===== src/rtl/alu_pkg.sv =====
// Shared ALU control codes, decoded opcodes and issue FSM state encoding.
// Imported by alu_op_decode and alu_issue_ctrl.
package alu_pkg;

  localparam logic [2:0] ALU_AND = 3'b000;
  localparam logic [2:0] ALU_OR  = 3'b001;
  localparam logic [2:0] ALU_SLL = 3'b010;
  localparam logic [2:0] ALU_SRL = 3'b011;
  localparam logic [2:0] ALU_SUB = 3'b100;
  localparam logic [2:0] ALU_ADD = 3'b101;

  localparam logic [6:0] OPC_OP     = 7'b0110011;
  localparam logic [6:0] OPC_OP_IMM = 7'b0010011;

  typedef enum logic [1:0] {
    S_IDLE = 2'd0,
    S_EXEC = 2'd1,
    S_DONE = 2'd2
  } state_t;

endpackage


===== src/rtl/alu_op_decode.sv =====
// Combinational RV32 R/I decode to ALU control code; latency 0, no flow control.
// Unsupported encodings flag illegal and fall back to ADD of the selected operands.
module alu_op_decode
  import alu_pkg::*;
(
  input  logic [6:0] opcode,
  input  logic [2:0] funct3,
  input  logic       funct7_5,
  output logic [2:0] alu_control,
  output logic       use_imm,
  output logic       is_shift,
  output logic       illegal
);

  always_comb begin
    alu_control = ALU_ADD;
    use_imm     = (opcode == OPC_OP_IMM);
    is_shift    = 1'b0;
    illegal     = 1'b0;
    if ((opcode != OPC_OP) && (opcode != OPC_OP_IMM)) begin
      illegal = 1'b1;
    end else begin
      case (funct3)
        3'b000: if ((opcode == OPC_OP) && funct7_5) alu_control = ALU_SUB;
        3'b111: alu_control = ALU_AND;
        3'b110: alu_control = ALU_OR;
        3'b001: begin
          alu_control = ALU_SLL;
          is_shift    = 1'b1;
        end
        // funct7_5 set here is SRA, which this ALU does not implement
        3'b101: begin
          if (!funct7_5) begin
            alu_control = ALU_SRL;
            is_shift    = 1'b1;
          end else begin
            illegal = 1'b1;
          end
        end
        default: illegal = 1'b1;
      endcase
    end
  end

endmodule


===== src/rtl/alu_issue_ctrl.sv =====
// ALU issue/capture stage: IDLE->EXEC->DONE, result valid one edge after EXEC (1 op / 3 cycles).
// Holds result until out_ready; in_ready only in IDLE. ALU_ILLEGAL_TRAP_EN zeroes illegal results.
module alu_issue_ctrl
  import alu_pkg::*;
#(
  parameter int XLEN    = 32,
  parameter int SHAMT_W = 5
) (
  input  logic            clk,
  input  logic            rst_n,
  input  logic            in_valid,
  output logic            in_ready,
  input  logic [6:0]      opcode,
  input  logic [2:0]      funct3,
  input  logic            funct7_5,
  input  logic [XLEN-1:0] rs1_data,
  input  logic [XLEN-1:0] rs2_data,
  input  logic [XLEN-1:0] imm,
  input  logic [4:0]      rd,
  output logic [XLEN-1:0] alu_in1,
  output logic [XLEN-1:0] alu_in2,
  output logic [2:0]      alu_control,
  input  logic [XLEN-1:0] alu_result,
  output logic            out_valid,
  input  logic            out_ready,
  output logic [XLEN-1:0] out_result,
  output logic [4:0]      out_rd,
  output logic            out_illegal
);

`ifdef ALU_ILLEGAL_TRAP_EN
  localparam logic TRAP_EN = 1'b1;
`else
  localparam logic TRAP_EN = 1'b0;
`endif

  state_t          state, state_nxt;
  logic            run;
  logic            accept, capture;
  logic [2:0]      dec_control;
  logic            dec_use_imm, dec_is_shift, dec_illegal;
  logic            illegal_q;
  logic [XLEN-1:0] operand2, in2_nxt;

  alu_op_decode u_dec (
    .opcode      (opcode),
    .funct3      (funct3),
    .funct7_5    (funct7_5),
    .alu_control (dec_control),
    .use_imm     (dec_use_imm),
    .is_shift    (dec_is_shift),
    .illegal     (dec_illegal)
  );

  assign operand2 = dec_use_imm ? imm : rs2_data;
  assign in2_nxt  = dec_is_shift ? {{(XLEN-SHAMT_W){1'b0}}, operand2[SHAMT_W-1:0]} : operand2;

  // Keeps in_ready low while reset is asserted and until the first edge after release.
  always_ff @(posedge clk or negedge rst_n) begin
    if (!rst_n) run <= 1'b0;
    else        run <= 1'b1;
  end

  always_ff @(posedge clk or negedge rst_n) begin
    if (!rst_n) state <= S_IDLE;
    else        state <= state_nxt;
  end

  always_comb begin
    state_nxt = state;
    in_ready  = 1'b0;
    out_valid = 1'b0;
    accept    = 1'b0;
    capture   = 1'b0;
    case (state)
      S_IDLE: begin
        in_ready = run;
        if (in_valid && run) begin
          accept    = 1'b1;
          state_nxt = S_EXEC;
        end
      end
      S_EXEC: begin
        capture   = 1'b1;
        state_nxt = S_DONE;
      end
      S_DONE: begin
        out_valid = 1'b1;
        if (out_ready) state_nxt = S_IDLE;
      end
      default: state_nxt = S_IDLE;
    endcase
  end

  always_ff @(posedge clk or negedge rst_n) begin
    if (!rst_n) begin
      alu_in1     <= '0;
      alu_in2     <= '0;
      alu_control <= '0;
      out_rd      <= '0;
      illegal_q   <= 1'b0;
      out_result  <= '0;
    end else begin
      if (accept) begin
        alu_in1     <= rs1_data;
        alu_in2     <= in2_nxt;
        alu_control <= dec_control;
        out_rd      <= rd;
        illegal_q   <= dec_illegal;
      end
      if (capture) begin
        out_result <= (illegal_q && TRAP_EN) ? '0 : alu_result;
      end
    end
  end

  assign out_illegal = illegal_q & TRAP_EN;

endmodule


===== config.mk =====
export PLATFORM = sky130hd
export DESIGN_NAME = alu_issue_ctrl
export DESIGN_NICKNAME = d
export VERILOG_FILES = /design/src/rtl/alu_pkg.sv /design/src/rtl/alu_op_decode.sv /design/src/rtl/alu_issue_ctrl.sv
export SDC_FILE = /design/constraint.sdc
export NUM_CORES = 1
export LEC_CHECK = 0
export ABC_AREA = 1
export BUFFER_PORTS_ARGS = -buffer_cell sky130_fd_sc_hd__buf_4
export CORE_ASPECT_RATIO = 0.5
export CORE_MARGIN = 5
export CORE_UTILIZATION = 41
export CTS_CLUSTER_SIZE = 16
export DETAILED_ROUTE_END_ITERATION = 12
export PLACE_DENSITY = 0.77
export SYNTH_ARGS = -nofsm -noshare
export SYNTH_HDL_FRONTEND = slang
export SYNTH_HIERARCHICAL = 1
export SYNTH_SLANG_ARGS = --single-unit
export TNS_END_PERCENT = 1

===== constraint.sdc =====
create_clock -name clk -period 1.2 [get_ports clk]
set_input_delay 0.18 -clock clk [delete_from_list [all_inputs] [get_ports clk]]
set_output_delay 0.18 -clock clk [all_outputs]
set_load 0.02 [all_outputs]

==> results.txt <==
In this run the clock root is driven by a clkbuf_16. In the final routed layout, each cell accounts on average for 15.28 um. The total area inside the core boundary comes to 11,110 sq um. The logs give 0 for the max-slew violation count and 2 for the buffer levels on the longest clock path.

Detailed routing inserted a total of 4,887 vias. The worst setup path is launched from a flip-flop. Class of the tightest hold or removal check: input pin to flip-flop. Clock skew on the completed layout was measured at 4.724 ps.

Total power for the finished layout comes to 12,890 uW. Hold is met by 38.43 ps. The total wire length is 15,600 um, and the global-route total usage across every layer is 20.23%. The final net count is 1,019. The worst endpoint required time is 1020 ps.

The worst setup path is captured at an output port. Setup violations remaining at the end of the flow were counted as 74. The run gives 0 as the global-route congestion overflow total. The flow ran to the end, but the final reports show violations. The synthesized area per cell was 7.929 sq um; the final standard cell count with taps included and fillers excluded was 1,021. The first global-routing pass estimated 22,730 um of wire.

Number of ports placed on the die boundary: 255. For the initial cell density of the core, the log shows 42.31%. Summed over all nets, the half-perimeter wirelength after detailed placement is 10,770 um.

Setup repair after global routing could not meet its margin everywhere. For the weighted congestion reported at the end of routability-driven placement, the log shows 0.8170. The die extent in y came out at 85.73 um. Of the cells placed in the final design, the portion with a size suffix greater than 1 is 41.78%.

The tools report the pin count of the biggest net entering global routing as 50. The logs give 593 for the number of cells produced by synthesis and 340 for the detailed router's first-iteration violation count. The floorplan row count is 27, and the setup slack after layout is -128.1 ps.

Derived from the worst setup path, the maximum achievable clock frequency is 753.0 MHz. During synthesis, Yosys emitted a total of 6 warnings. The logs give 0 for the number of antenna violations at the first check in global routing and 107 for the CTS sink count.

The number of remaining DRC errors is 0, and the count of max-cap constraint violations is 0. The run gives 0 as the final hold violation count. The via count of the first global-routing pass came out at 4,673. The fill cell total of the finished layout came out at 870. In the finished design, the share of the clock period the worst path needs comes to 110.7%. Clock-pin slew was measured on the worst setup and hold paths at 70 ps.

The die covers 13,840 sq um. After detailed placement, the design holds a cell count of 988. In the final layout, flip-flops and latches occupy 2678 sq um. The type of the worst setup path was flip-flop to output port. Data arrives at the worst endpoint at 1150 ps.

The die is 161.5 um wide. VDD sags by at most 0.0008487 V. In this run the number of H-tree levels came out at 3. The minimum clock period was 1328 ps. The number of vias per cell is 4.786, and the detailed-routing iteration count for the pre-antenna-repair pass is 4. The clock latency on the worst-skew pair is 340 ps, and the total CTS buffers is 9.

TritonCTS built the clock tree. The power density over cell area was 1681 nW/um^2. In the final layout, the multi-input gates occupy 1929 sq um. The final reports fail on setup timing. Worst-path maximum fanout: 3. Layout-stage area growth over the synthesis result: 63.04%. In this run the remaining antenna-violating nets after routing total 0. In this run the tool buffered the top-level ports with 253 buffer cells. The leakage power figure is 0.004337 uW, and the net count after synthesis is 741. The number of antenna diodes in the final layout is 0. The mapped netlist covers 4702 sq um.
area by class of cell:
cell class	count	share of cell area, %
sequential	107	34.93
timing repair buffer	301	33.28
multi-input combinational	438	25.17
clock buffer	14	3.444
tap	145	2.367
inverter	14	0.6855
clock inverter	2	0.1306
layout by cell type, fill, tap and decap left out:
cell type and n:
buf_12 12, buf_4 273, buf_6 9, clkbuf_1 3, clkbuf_16 15, clkbuf_8 2, clkinv_1 2, clkinv_2 2
conb_1 2, dfrtp_1 107, dlygate4sd3_1 1, inv_1 7, inv_2 5, nand2_1 323, nand2_2 30, nand2_4 7
nand3_1 57, nand3_2 4, nand4_1 1, nand4_4 1, nor2_1 4, nor2_2 3, nor2_4 1, nor2_8 1
nor3_2 1, o21ai_0 1, o21ai_1 2
where the power goes:
part	total (uW)	internal, uW	switching, uW
clock network	2750	1520	1230
logic	5010	2250	2750
registers	5130	4550	580
total	12900	8320	4570
metal layers:
metal	vias to the layer above	track usage [%]	part of all wire [%]
met2	195	36.77	51
met5	-	0	0
li1	2369	-	-
met3	46	5.473	6.0
met4	0	7.508	3.9
met1	2277	23.15	39
final timing paths:
kind / from / cells past startpoint / slack [ps] / endpoint
worst min register to register: out_result[25] / 2 / 470 / out_result[25]
worst min-delay path: rs1_data[22] / 3 / 40 / alu_in1[22]
worst max register to register: state[1] / 7 / -120 / alu_in1[29]
worst max-delay path: state[0] / 4 / -130 / in_ready
min in group asynchronous: rst_n / 2 / 300 / alu_control[0]
max in group asynchronous: rst_n / 3 / 410 / alu_in1[2]
metrics by stage:
step / utilization, % / cell area, sq um / TNS (ps) / setup WS [ps]
floorplan: - / 4702 / -526.1 / -34.94
finish: 68.97 / 7666 / -5635 / -128.1
global route: 68.97 / 7666 / -9995 / -174.3
global placement: 62.42 / 6938 / -2840 / -105.8
CTS: 65.61 / 7292 / -6074 / -138.2
detailed placement: 62.42 / 6938 / -4729 / -173.2
state kept, by name, summed over array words and instances, names as in the netlist:
register / flops
run: 1
alu_control: 3
alu_in2: 32
alu_in1: 32
state: 2
out_rd: 5
out_result: 32
critical path: stages, from the launching register on:
cell and delay [ps]:
dfrtp_1 410, inv_2 100, nand2_4 50, nor2_2 120
buf_6 130
timing repair:
item                                    CTS  global route
buffers inserted                          6             1
endpoints found under the setup margin    2            79
pin swaps                                 4             7
hold buffers                              1             0
gates cloned                              0            10
hold endpoints to repair                 21             0
gates resized for setup                   7            52
Note: power is estimated with default switching activity, not from simulation.
